===== src/rtl/picoblaze_io_hub.sv =====
// Addressable I/O hub for a pacoblaze3 core: buffered input channels with
// valid/overrun status, output registers with write pulses, request pulses and a periodic interrupt.
module picoblaze_io_hub #(
    parameter int unsigned clk_freq_in_hz = 25000000,
    parameter int unsigned TICK_HZ        = 1,
    parameter int unsigned NUM_IN         = 4,
    parameter int unsigned NUM_OUT        = 4
) (
    input  logic                    clk,
    input  logic                    reset_n,
    input  logic [7:0]              port_id,
    input  logic [7:0]              out_port,
    input  logic                    write_strobe,
    input  logic                    read_strobe,
    output logic [7:0]              in_port,
    output logic                    interrupt,
    input  logic                    interrupt_ack,
    input  logic [8*NUM_IN-1:0]     in_data,
    input  logic [NUM_IN-1:0]       in_valid,
    output logic [NUM_IN-1:0]       req,
    output logic [8*NUM_OUT-1:0]    out_data,
    output logic [NUM_OUT-1:0]      out_wr
);

    localparam int unsigned DIV = clk_freq_in_hz / TICK_HZ;
    localparam int unsigned DW  = $clog2(DIV);

    logic [7:0]             r_hold [NUM_IN];
    logic [NUM_IN-1:0]      r_valid;
    logic [NUM_IN-1:0]      r_ovr;
    logic [7:0]             r_in_port;
    logic [NUM_IN-1:0]      r_req;
    logic [8*NUM_OUT-1:0]   r_out_data;
    logic [NUM_OUT-1:0]     r_out_wr;
    logic                   r_int_en;
    logic                   r_int;
    logic [DW-1:0]          r_div;
    logic [7:0]             r_tick;

    logic [NUM_IN-1:0]      w_rd_hit;
    logic                   w_clr_ovr;
    logic [NUM_IN-1:0]      w_hold_ld;
    logic [NUM_IN-1:0]      w_valid_nxt;
    logic [NUM_IN-1:0]      w_ovr_nxt;
    logic [7:0]             w_hold_sel;
    logic [7:0]             w_rd_data;
    logic [NUM_OUT-1:0]     w_out_wr_nxt;
    logic [NUM_IN-1:0]      w_req_nxt;
    logic                   w_wr_ien;
    logic                   w_wrap;

    // Channel status update: a clearing read of the same channel frees the slot for new data.
    always_comb begin
        w_rd_hit    = {NUM_IN{1'b0}};
        w_hold_ld   = {NUM_IN{1'b0}};
        w_valid_nxt = r_valid;
        w_clr_ovr   = read_strobe && (port_id == 8'h12);
        w_ovr_nxt   = w_clr_ovr ? {NUM_IN{1'b0}} : r_ovr;
        for (int i = 0; i < NUM_IN; i++) begin
            w_rd_hit[i] = read_strobe && (port_id == 8'(i));
            if (in_valid[i] && (!r_valid[i] || w_rd_hit[i])) begin
                w_hold_ld[i]   = 1'b1;
                w_valid_nxt[i] = 1'b1;
            end else if (in_valid[i]) begin
                w_ovr_nxt[i]   = 1'b1;
            end else if (w_rd_hit[i]) begin
                w_valid_nxt[i] = 1'b0;
            end else begin
                w_valid_nxt[i] = r_valid[i];
            end
        end
    end

    // Read mux; addresses below NUM_IN select a hold register.
    always_comb begin
        w_hold_sel = 8'h00;
        for (int i = 0; i < NUM_IN; i++) begin
            w_hold_sel = w_hold_sel | ({8{port_id == 8'(i)}} & r_hold[i]);
        end
        case (port_id)
            8'h10:   w_rd_data = 8'(r_valid);
            8'h11:   w_rd_data = r_tick;
            8'h12:   w_rd_data = 8'(r_ovr);
            default: w_rd_data = w_hold_sel;
        endcase
    end

    // Write decode for output registers, request pulses and interrupt enable.
    always_comb begin
        w_out_wr_nxt = {NUM_OUT{1'b0}};
        for (int j = 0; j < NUM_OUT; j++) begin
            w_out_wr_nxt[j] = write_strobe && (port_id == 8'(32'h80 + j));
        end
        if (write_strobe && (port_id == 8'h40)) begin
            w_req_nxt = out_port[NUM_IN-1:0];
        end else begin
            w_req_nxt = {NUM_IN{1'b0}};
        end
        w_wr_ien = write_strobe && (port_id == 8'h41);
    end

    assign w_wrap = (r_div == DW'(DIV - 1));

    // Input channel storage and status flags.
    always_ff @(posedge clk or negedge reset_n) begin
        if (!reset_n) begin
            r_valid <= {NUM_IN{1'b0}};
            r_ovr   <= {NUM_IN{1'b0}};
            for (int i = 0; i < NUM_IN; i++) begin
                r_hold[i] <= 8'h00;
            end
        end else begin
            r_valid <= w_valid_nxt;
            r_ovr   <= w_ovr_nxt;
            for (int i = 0; i < NUM_IN; i++) begin
                if (w_hold_ld[i]) begin
                    r_hold[i] <= in_data[8*i +: 8];
                end
            end
        end
    end

    // Registered read data, output registers and one-cycle pulses.
    always_ff @(posedge clk or negedge reset_n) begin
        if (!reset_n) begin
            r_in_port  <= 8'h00;
            r_out_data <= {(8*NUM_OUT){1'b0}};
            r_out_wr   <= {NUM_OUT{1'b0}};
            r_req      <= {NUM_IN{1'b0}};
            r_int_en   <= 1'b0;
        end else begin
            r_in_port <= w_rd_data;
            r_out_wr  <= w_out_wr_nxt;
            r_req     <= w_req_nxt;
            for (int j = 0; j < NUM_OUT; j++) begin
                if (w_out_wr_nxt[j]) begin
                    r_out_data[8*j +: 8] <= out_port;
                end
            end
            if (w_wr_ien) begin
                r_int_en <= out_port[0];
            end
        end
    end

    // Tick divider and interrupt; a wrap outranks a same-cycle acknowledge.
    always_ff @(posedge clk or negedge reset_n) begin
        if (!reset_n) begin
            r_div  <= {DW{1'b0}};
            r_tick <= 8'h00;
            r_int  <= 1'b0;
        end else begin
            if (w_wrap) begin
                r_div  <= {DW{1'b0}};
                r_tick <= r_tick + 8'd1;
            end else begin
                r_div  <= r_div + DW'(1);
            end
            if (w_wrap && r_int_en) begin
                r_int <= 1'b1;
            end else if (interrupt_ack) begin
                r_int <= 1'b0;
            end
        end
    end

    assign in_port   = r_in_port;
    assign interrupt = r_int;
    assign req       = r_req;
    assign out_data  = r_out_data;
    assign out_wr    = r_out_wr;

endmodule


===== config.mk =====
export PLATFORM = sky130hd
export DESIGN_NAME = picoblaze_io_hub
export DESIGN_NICKNAME = d
export VERILOG_FILES = /design/src/rtl/picoblaze_io_hub.sv
export SDC_FILE = /design/constraint.sdc
export NUM_CORES = 1
export LEC_CHECK = 0
export BUFFER_PORTS_ARGS = -buffer_cell sky130_fd_sc_hd__buf_2
export CORE_MARGIN = 2
export CORE_UTILIZATION = 50
export CTS_CLUSTER_DIAMETER = 80
export CTS_CLUSTER_SIZE = 20
export DETAILED_ROUTE_END_ITERATION = 16
export PLACE_DENSITY_LB_ADDON = 0.08
export SLEW_MARGIN = 5
export SYNTH_ARGS = -nofsm -noshare
export SYNTH_HDL_FRONTEND = slang
export SYNTH_SLANG_ARGS = --single-unit

===== constraint.sdc =====
create_clock -name clk -period 3.7 [get_ports clk]
set_input_delay 0.555 -clock clk [delete_from_list [all_inputs] [get_ports clk]]
set_output_delay 0.555 -clock clk [all_outputs]
set_load 0.01 [all_outputs]

Word-level counts from Yosys, hierarchy flattened
Cells that the tools add are included.
- register bits after elaboration: 123
- logic and storage cells: 110
- eq/ne operators: 17
- mux-type cells: 30
- bitwise gates (word level): 7
- add/subtract/negate cells: 2
- reduce and logical (&&, ||, !) cells: 34
- operators by type and width (cell ; count):
    $and 8x8->8 ; 4
    $eq 8x8->1 const B ; 4
    $mux 1 ; 26
    $add 25x1->25 const B ; 1
    $eq 25x25->1 const B ; 1
    $mux 25 ; 1
    $eq 8x5->1 const B ; 3
    $or 8x8->8 ; 3
    $pmux 8 s3 ; 1
    $eq 8x2->1 const B ; 2
    $eq 8x7->1 const B ; 2
    $logic_and 1x1->1 ; 16
    $reduce_bool 2->1 ; 5
    $add 8x1->8 const B ; 1
    $eq 8x1->1 const B ; 1
    $logic_not 8->1 ; 1
    $mux 4 ; 2
    $ne 2x1->1 const B ; 4
    $reduce_and 2->1 ; 4
    $logic_not 1->1 ; 4
    $logic_or 1x1->1 ; 4

Depth between registers and ports, before layout
Gate-level depths: netlist of the first run.
- depth after elaboration: 6
- gate-level depth with buffers: 6
- gate-level depth less buffers: 5

Worst setup path after synthesis of the first run
No wires, ideal clock.
- kind: input to register
- start: in port_id[0]
- end: reg r_hold[24] in the netlist's numbering
- arrival: 2.010 ns
- setup slack: 1.566 ns
- library setup time: 0.125 ns
- stages: 5
- path through: buf_4 or4_4 o41ai_4 nand2_4 mux2_2
- word-level cells in the longest chain between the ends: 5
- ends and longest elaborated chain (element ; RTL line ; source):
    start, declared ; 11 ; input logic [7:0] port_id,
    $logic_not 8->1 ; 60 ; w_rd_hit[i] = read_strobe && (port_id == 8'(i));
    $logic_and 1x1->1 ; 60 ;
    $logic_or 1x1->1 ; 61 ; if (in_valid[i] && (!r_valid[i] || w_rd_hit[i])) begin
    $logic_and 1x1->1 ; 61 ;
    $mux 1 ; 61 ;
    end signal, assigned by index ; 117 ; r_hold[i] <= in_data[8*i +: 8];
    end, declared ; 28 ; logic [7:0] r_hold [NUM_IN];
Every way passes these cells.
A chain may end at the register's enable or synchronous reset.

Worst setup path after layout of the first run
- start: reg r_div[11]
- end: reg r_div[24]
- word-level cells in the longest chain between the ends: 2
- elaborated cells between the ends (all ways): 3
- ends and longest elaborated chain (element ; RTL line ; source):
    start, declared ; 37 ; logic [DW-1:0] r_div;
    start signal, assigned ; 149 ; r_div <= {DW{1'b0}};
    start signal, assigned ; 154 ; r_div <= {DW{1'b0}};
    start signal, assigned ; 157 ; r_div <= r_div + DW'(1);
    $add 25x1->25 / $eq 25x25->1 (equally long branches) ; 157, 102 ;
    $mux 25 * ; 153 ; if (w_wrap) begin
Every way passes the cells marked *; elsewhere a longest branch is shown, timed or not.

==> flow_metrics.py, run 1 <==
metrics = {
    "clock_network": {
        "h-tree-depth": 4,
        "post_cts.repair.setup_buffers": 0,
        "cts.hold.buffers_added": 0,
        "clk_path_buf_depth": 2,
        "cts.clk_slew.worst_paths_ps": 60,
        "clkLatencyLatePin_ps": 520,
        "cts_tree": "built",
        "clock_sinks": 123,
        "cts_buffers": 17,
        "cts_resized": 0,
        "root_buffer": "clkbuf_8",
    },
    "cells_and_area": {
        "layout_common_cells": "123 x dfrtp_1, 104 x buf_2, 66 x mux2_2",
        "mostFrequentLayoutCell": "dfrtp_1",
        "diodes": 0,
        "area_growth_pct": 23.8,
        "nets": 584,
        "layout-drive-gt1-share_pct": 42.4,
    },
    "synth": {
        "synth_top_cells_by_area": "dfrtp_1 57%, mux2_2 14%, mux4_2 3.4%",
        "yosys_warnings": 0,
        "ys_ff_latch": 123,
        "synthesis.area_um2": 5370,
        "syn-num-nets": 472,
        "ys_seq_area_share_pct": 57.3,
        "synth_flop_cell": "dfrtp_1",
        "synth_cells": 413,
        "syn_avg_cell_area_um2": 13.0,
        "synthArstFlopShare_pct": 100,
        "synth_top_area_share_pct": 57.3,
        "synth_cell_types": 42,
        "synth_area_leader_cell": "dfrtp_1",
        "synth_edf_count": 0,
    },
    "pwr": {
        "clockPowerShare_pct": 51.1,
        "p_leak_nw": 3.35,
        "p_switching_mw": 0.742,
        "power_density_nw_per_um2": 502,
        "vdd_drop_max_mv": 0.355,
        "p_comb_share_pct": 6.1,
        "total_power_mw": 3.34,
        "internal_power_mw": 2.60,
        "netSwitchingFraction_pct": 22.2,
        "seqPwrFrac_pct": 42.8,
    },
    "grt": {
        "grt_overflow": 0,
        "antenna_found_initial": 0,
        "track_usage_pct": 21.9,
        "first_global_vias": 3761,
        "grt_pass1_wl_um": 19200,
        "grt_max_degree": 65,
    },
    "routing": {
        "via_count": 3649,
        "ant_nets": 0,
        "dr.pass1.iters": 4,
        "wirelength_um": 11800,
        "viasPerCell": 5.41,
        "drcViolationCount": 0,
        "drt_iter0_markers": 285,
        "post_drt_wl_per_cell_um": 17.6,
    },
    "floorplan": {
        "initial_utilization_pct": 51.8,
        "core-area_um2": 10400,
        "die_w_um": 108,
        "rows": 37,
        "die_area_um2": 11600,
        "io_pins": 106,
        "fp.dieH_um": 108,
    },
    "timing": {
        "fin_tns_setup_ps": 0,
        "drv_slew": 0,
        "clock_skew_ps": 8.10,
        "setup_ws_ps": 1660,
        "setup_viol_count_final": 0,
        "relSlewSlack_pct": 49.5,
        "max_freq_mhz": 491,
        "rsz0062_at_grt": "no",
        "worstMarginPinSlew_ps": 757,
        "fin_crit_sh_pct": 55.0,
        "timing.final.crit_period_ps": 2040,
        "hold_viol": 0,
    },
    "hold_path": {
        "hp-class": "in2async",
    },
    "place": {
        "dp_hpwl_um": 8340,
        "pre_cts_ws_ps": 1150,
        "io_buffers": 105,
        "gp_congestion": 0.838,
    },
    "critical_path": {
        "cp_slowest_stage_delay_ps": 630,
        "critPathRequiredTime_ps": 4140,
        "endpoint_kind": "flop",
        "start_kind": "flop",
        "cp_data_arrival_time_ps": 2470,
        "crit_type": "reg2reg",
        "critPathSlowestCell": "or4_1",
        "cp_cell_sequence": "and4_1 -> nand4_1 -> or4_1 -> a21oi_1",
        "critPathMaxFanout": 11,
    },
    "job": {
        "max-cap-violations": 0,
    },
    "status": {
        "status": "completed",
    },
}
[state kept, by name, summed over array words and instances, names as in the netlist, 4 cells and up]
register,count
r_ovr,4
out_data,32
r_div,25
r_hold,32
in_port,8
r_tick,8
req,4
r_valid,4
out_wr,4
[logic make-up (layout without fill, tap and decap cells)]
group / after synthesis / count (layout) / synth area share (%)
flip-flops: 123 / 123 / 57.3
adder cells (fa/ha/maj): 2 / 2 / 0.466
AND/OR/NAND/NOR: 122 / 122 / 13.0
buffers and inverters: 30 / 155 / 2.38
AO/OA/AOI/OAI: 33 / 33 / 4.85
multiplexers: 80 / 80 / 18.3
XOR/XNOR: 23 / 23 / 3.75
[stage by stage]
| stage | hold slack, ps | area (µm²) | utilization, % | cells |
|---|---|---|---|---|
| 2_1_floorplan | 259 | 5370 | - | 413 |
| 3_3_place_gp | 472 | 6040 | 58.2 | 642 |
| 3_5_place_dp | 466 | 6040 | 58.2 | 642 |
| 4_1_cts | 127 | 6650 | 64.1 | 674 |
| 5_1_grt | 147 | 6650 | 64.1 | 674 |
| 6_report | 103 | 6650 | 64.1 | 674 |
[worst max-delay path: cells and delay by family, from the launching register on]
kind	cells	cell delay, ps
compound gates	1	170
flops	1	420
simple gates	3	1370
[cell type report]
type,count,area [µm²]
clock inverter,15,199
fill,816,3720
timing repair buffer,109,571
tap,136,170
clock buffer,17,414
inverter,14,52.6
sequential,123,3080
multi-input combinational,260,2170
[Yosys cell counts, types with 2 or more instances]
library cell	n
o41ai_4	2
nor2_1	21
xor2_1	12
nand4b_1	2
nand4_1	9
ha_1	2
nor4b_1	4
or4_1	4
o31ai_1	4
or2_2	3
a32o_1	4
a21oi_1	9
o21ai_0	11
and2_1	5
mux4_2	8
clkbuf_1	11
buf_2	3
nand2_1	22
dfrtp_1	123
nor2b_1	4
nor3_1	8
nand3_1	18
xnor2_1	11
mux2i_1	6
and4_1	5
nand2_4	2
nand2b_1	2
inv_1	14
nor4_1	6
mux2_2	66
[path summary, 6_finish.rpt]
kind | to | slack (ps) | start | cells after the start
worst max-delay path | r_div[24] | 1660 | r_div[11] | 4
worst min-delay path | r_hold[31] | 100 | reset_n | 1
worst max register to register | r_div[24] | 1660 | r_div[11] | 4
worst min register to register | r_tick[7] | 470 | r_tick[7] | 1
max in group asynchronous | out_data[16] | 2800 | reset_n | 2
min in group clk | r_valid[3] | 250 | in_valid[3] | 3
[per-layer routing]
| metal | wire, µm | vias to the layer above | part of all wire, % | track usage, % |
|---|---|---|---|---|
| li1 | - | 1708 | - | - |
| met2 | 6240 | 90 | 53 | 37.4 |
| met3 | 525 | 14 | 4.4 | 5.51 |
| met5 | 0 | - | 0 | 0 |
| met4 | 149 | 0 | 1.3 | 8.24 |
| met1 | 4930 | 1837 | 42 | 26.8 |
[power by group through the flow]
stage	registers [mW]	logic, mW	clock network (mW)
4_1_cts	1.43	0.208	1.73
3_3_place_gp	1.45	0.201	0
6_report	1.43	0.203	1.71
2_1_floorplan	1.45	0.0933	0
5_1_grt	1.43	0.225	1.79
3_5_place_dp	1.45	0.207	0
Note: power is estimated with default switching activity, not from simulation.
==> run 2, diff against run 1 <==
- clock period: 3.7 -> 2 ns (I/O delays scaled with it)
==> flow_metrics.py, run 2 (synthesis results as in run 1) <==
metrics = {
    "status": {
        "status": "completed",
    },
    "floorplan": {
        "io_pins": 106,
        "core-area_um2": 10400,
        "fp.dieH_um": 108,
        "die_area_um2": 11600,
        "die_w_um": 108,
        "rows": 37,
        "initial_utilization_pct": 51.8,
    },
    "cells_and_area": {
        "nets": 632,
        "seqCellArea_um2": 3080,
        "diodes": 0,
        "multi_input_area_um2": 2170,
        "layout-drive-gt1-share_pct": 41.6,
        "area_growth_pct": 31.7,
        "layout_common_cells": "123 x dfrtp_1, 104 x buf_2, 66 x mux2_2",
        "mostFrequentLayoutCell": "dfrtp_1",
        "nFillCells": 794,
    },
    "clock_network": {
        "cts_buffers": 17,
        "clock_sinks": 123,
        "cts_tree": "built",
        "clk_path_buf_depth": 2,
        "root_buffer": "clkbuf_8",
        "clkLatencyLatePin_ps": 530,
        "cts.clk_slew.worst_paths_ps": 60,
        "h-tree-depth": 4,
    },
    "critical_path": {
        "reg2reg_setup_slack_ps": 110,
        "critPathSlowestCell": "dfrtp_1",
        "reg2reg_depth": 4,
        "cp_data_arrival_time_ps": 2350,
        "crit_type": "reg2reg",
        "critPathMaxFanout": 8,
        "endpoint_kind": "flop",
        "r2r-start": "r_div[7]",
        "cp_slowest_stage_delay_ps": 460,
        "r2r-end": "r_tick[5]",
        "path_delay_family": "simple AND/OR/NAND/NOR gates",
        "crit_buf_inv": 0,
        "cp_cell_sequence": "nor4b_1 -> nand4_1 -> nor4_1 -> xor2_1",
        "critPathRequiredTime_ps": 2460,
        "start_kind": "flop",
    },
    "grt": {
        "grt_pass1_wl_um": 20900,
        "grt_overflow": 0,
        "antenna_found_initial": 0,
        "track_usage_pct": 24.1,
        "grt_max_degree": 47,
        "first_global_vias": 4183,
    },
    "pwr": {
        "p_leak_nw": 3.58,
        "power_density_nw_per_um2": 880,
        "vdd_drop_max_mv": 0.563,
    },
    "timing": {
        "fin_crit_sh_pct": 94.6,
        "timing.final.crit_period_ps": 1890,
        "relSlewSlack_pct": 62.4,
        "worstMarginPinSlew_ps": 557,
        "clock_skew_ps": 8.60,
        "hold_viol": 0,
        "setup_viol_count_final": 0,
        "fin_hold_ws_ps": 14.6,
        "max_freq_mhz": 529,
        "rsz0062_at_grt": "no",
        "drv_slew": 0,
        "fin_tns_setup_ps": 0,
    },
    "hold_path": {
        "hold_end": "r_hold[26]",
        "whs_path_depth": 2,
        "hp-class": "in2reg",
        "hold_start": "in_data[2]",
    },
    "routing": {
        "via_count": 3869,
        "wirelength_um": 12600,
        "dr.pass1.iters": 4,
        "ant_nets": 0,
        "drt_iter0_markers": 178,
        "post_drt_wl_per_cell_um": 17.5,
        "drcViolationCount": 0,
        "viasPerCell": 5.36,
    },
    "place": {
        "gp_congestion": 0.838,
        "io_buffers": 105,
        "dp_hpwl_um": 8970,
    },
    "job": {
        "max-cap-violations": 0,
    },
}
run 2: metrics by stage:
step / instance area (µm²) / power (mW) / util, % / worst slack (ps) / std cells
floorplan: 5370 / 2.86 / - / 121 / 413
detailed placement: 6210 / 3.09 / 59.9 / 2.83 / 664
global placement: 6210 / 3.07 / 59.9 / 35.7 / 664
CTS: 7070 / 6.27 / 68.1 / 117 / 721
finish: 7080 / 6.22 / 68.2 / 108 / 722
global route: 7080 / 6.44 / 68.2 / 0.0806 / 722
run 2: repair_timing:
| action | CTS | global route |
|---|---|---|
| resized for setup | 0 | 0 |
| setup endpoints to repair | 0 | 0 |
| hold buffers | 25 | 1 |
| buffers inserted | 0 | 0 |
| endpoints found under the hold margin | 59 | 1 |
run 2: how the worst max path moves through the flow:
| stage | cells after the start | end | from |
|---|---|---|---|
| after floorplan | 5 | r_hold[24] | port_id[0] |
| after global placement | 5 | r_hold[9] | port_id[0] |
| after detailed placement | 5 | r_hold[26] | port_id[1] |
| after CTS | 4 | r_tick[7] | r_div[7] |
| after global routing | 4 | r_tick[3] | r_div[7] |
| final | 4 | r_tick[5] | r_div[7] |
run 2: layout make-up:
class                      instances  share of cell area [%]
inverter                          14                   0.743
timing repair buffer             157                    14.3
clock buffer                      25                    6.56
tap                              136                    2.40
clock inverter                     7                    1.94
multi-input combinational        260                    30.6
sequential                       123                    43.5
run 2: per-layer routing:
layer	track usage [%]	share of wire [%]	up-vias
met5	0	0	-
met4	10.6	2.1	0
met3	7.63	4.6	25
met2	40.8	52	84
li1	-	-	1807
met1	28.2	41	1953
run 2: power breakdown:
part | switching [mW] | internal (mW)
combinational | 0.204 | 0.238
clock | 1.05 | 2.09
sequential | 0.0522 | 2.59
==> run 3, diff against run 2 <==
--- a/config.mk
+++ b/config.mk
@@ -7,2 +7,3 @@
 export LEC_CHECK = 0
+export ABC_AREA = 1
 export BUFFER_PORTS_ARGS = -buffer_cell sky130_fd_sc_hd__buf_2
--- a/constraint.sdc
+++ b/constraint.sdc
@@ -3,2 +3,2 @@
 set_output_delay 0.3 -clock clk [all_outputs]
-set_load 0.01 [all_outputs]
+set_load 0.05 [all_outputs]
==> flow_metrics.py, run 3 <==
metrics = {
    "status": {
        "status": "completed",
    },
    "clock_network": {
        "h-tree-depth": 4,
        "clkLatencyLatePin_ps": 420,
        "clock_sinks": 123,
        "clk_path_buf_depth": 2,
        "post_cts.repair.setup_buffers": 0,
        "cts_resized": 0,
        "root_buffer": "clkbuf_16",
        "cts.clk_slew.worst_paths_ps": 50,
        "cts_buffers": 17,
        "cts_tree": "built",
    },
    "timing": {
        "setup_ws_ps": 385,
        "clock_skew_ps": 6.27,
        "hold_viol": 0,
        "relSlewSlack_pct": 70.7,
        "drv_slew": 0,
        "fin_crit_sh_pct": 80.7,
        "fin_tns_setup_ps": 0,
        "timing.final.crit_period_ps": 1610,
        "max_freq_mhz": 619,
        "setup_viol_count_final": 0,
        "worstMarginPinSlew_ps": 439,
        "rsz0062_at_grt": "no",
    },
    "pwr": {
        "power_density_nw_per_um2": 861,
        "p_leak_nw": 4.00,
        "vdd_drop_max_mv": 0.881,
    },
    "cells_and_area": {
        "nFillCells": 1008,
        "mostFrequentLayoutCell": "nand2_1",
        "layout_common_cells": "269 x nand2_1, 123 x dfrtp_1, 104 x buf_2",
        "multi_input_area_um2": 2410,
        "nets": 904,
        "layout-drive-gt1-share_pct": 20.7,
        "diodes": 0,
        "area_growth_pct": 20.6,
        "seqCellArea_um2": 3080,
    },
    "critical_path": {
        "critPathMaxFanout": 9,
        "cp_data_arrival_time_ps": 1910,
        "endpoint_kind": "flop",
        "critPathRequiredTime_ps": 2300,
        "crit_type": "reg2reg",
        "start_kind": "flop",
        "reg2reg_depth": 8,
    },
    "synth": {
        "yosys_warnings": 0,
        "syn-num-nets": 787,
        "synth_top_area_share_pct": 52.1,
        "yosysMostFrequentCell": "nand2_1",
        "syn_avg_cell_area_um2": 8.11,
        "synth_commonest_cells": "269 x nand2_1, 123 x dfrtp_1, 83 x nor2_1",
        "synthArstFlopShare_pct": 100,
        "synth_top_cells_by_area": "dfrtp_1 52%, nand2_1 17%, nand3_1 5.4%",
        "synth_cells": 728,
        "synth_area_leader_cell": "dfrtp_1",
        "synth_cell_types": 27,
        "synthesis.area_um2": 5910,
        "ys_seq_area_share_pct": 52.1,
        "synth_edf_count": 0,
        "ys_ff_latch": 123,
        "synth_flop_cell": "dfrtp_1",
    },
    "grt": {
        "grt_overflow": 0,
        "antenna_found_initial": 0,
        "grt_pass1_wl_um": 22700,
        "first_global_vias": 4865,
        "grt_max_degree": 47,
        "track_usage_pct": 22.7,
    },
    "hold_path": {
        "whs_path_depth": 3,
        "hp-class": "in2reg",
    },
    "routing": {
        "via_count": 5003,
        "met1_length_um": 5980,
        "dr.pass1.iters": 5,
        "post_drt_wl_per_cell_um": 13.6,
        "drcViolationCount": 0,
        "ant_nets": 0,
        "wl_met3_um": 653,
        "wirelength_um": 13600,
        "drt_iter0_markers": 294,
        "viasPerCell": 5.00,
        "wl_met2_um": 6650,
        "top_layer": "met4",
    },
    "job": {
        "max-cap-violations": 0,
    },
    "floorplan": {
        "fp.dieH_um": 113,
        "die_w_um": 113,
        "initial_utilization_pct": 51.5,
        "rows": 39,
        "core-area_um2": 11500,
        "io_pins": 106,
        "die_area_um2": 12700,
    },
    "place": {
        "pre_cts_ws_ps": 293,
        "io_buffers": 105,
        "dp_hpwl_um": 10100,
        "gp_congestion": 0.951,
    },
}
## run 3: through the flow
stage / cells / utilization (%) / hold slack, ps / total power [mW] / area, µm²
finish: 1001 / 62.1 / 115 / 6.13 / 7120
global route: 1001 / 62.1 / 108 / 6.37 / 7120
CTS: 1001 / 62.1 / 90.9 / 6.19 / 7120
detailed placement: 968 / 56.9 / 278 / 3.16 / 6520
global placement: 968 / 56.9 / 273 / 3.15 / 6520
floorplan: 728 / - / 4.41 / 2.96 / 5910
## run 3: layout make-up
type | count | area share (%)
Clock buffer | 21 | 6.61
Clock inverter | 11 | 1.65
Inverter | 73 | 3.92
Multi-Input combinational cell | 520 | 33.9
Sequential cell | 123 | 43.2
Tap cell | 143 | 2.51
Timing Repair Buffer | 110 | 8.15
## run 3: repair_timing
action | 4_1_cts | 5_1_grt
endpoints found under the hold margin | 30 | 0
endpoints found under the setup margin | 0 | 0
hold buffers | 1 | 0
## run 3: path summary, 6_finish.rpt
| path | endpoint | slack, ps | startpoint |
|---|---|---|---|
| min reg2reg | r_div[0] | 460 | r_div[0] |
| min in group asynchronous | r_div[12] | 370 | reset_n |
| max reg2reg | r_div[13] | 390 | r_div[0] |
| max | r_div[13] | 390 | r_div[0] |
| min | r_int_en | 110 | out_port[0] |
| max in group asynchronous | out_data[16] | 950 | reset_n |
## run 3: cells by family (layout without fill, tap and decap cells)
family          after synthesis  in the layout  synth area share (%)
simple gates                458            458                  33.9
flops                       123            123                  52.1
fa+ha+maj                     2              2                 0.424
xor+xnor                     16             16                  2.37
compound gates               44             44                  4.19
buf+inv                      85            215                  6.99
## run 3: layer usage
layer	global-route usage, %	vias up
met3	4.75	24
met2	36.5	149
met1	29.7	2333
li1	-	2497
met5	0	-
met4	10.7	0
## run 3: worst max-delay path, cell delays in order, from the launching register on
cell and delay (ps):
dfrtp_1 360, ha_1 210, nand3_2 130, inv_1 190, nand2_1 120, nor2_4 220
nand2_4 120, clkinv_4 110, nor2_1 50
## run 3: power by group
| group | switching (mW) | internal [mW] | total (mW) |
|---|---|---|---|
| clock | 1.09 | 1.92 | 3.01 |
| combinational | 0.313 | 0.128 | 0.441 |
| sequential | 0.0699 | 2.61 | 2.68 |
| total | 1.47 | 4.66 | 6.13 |
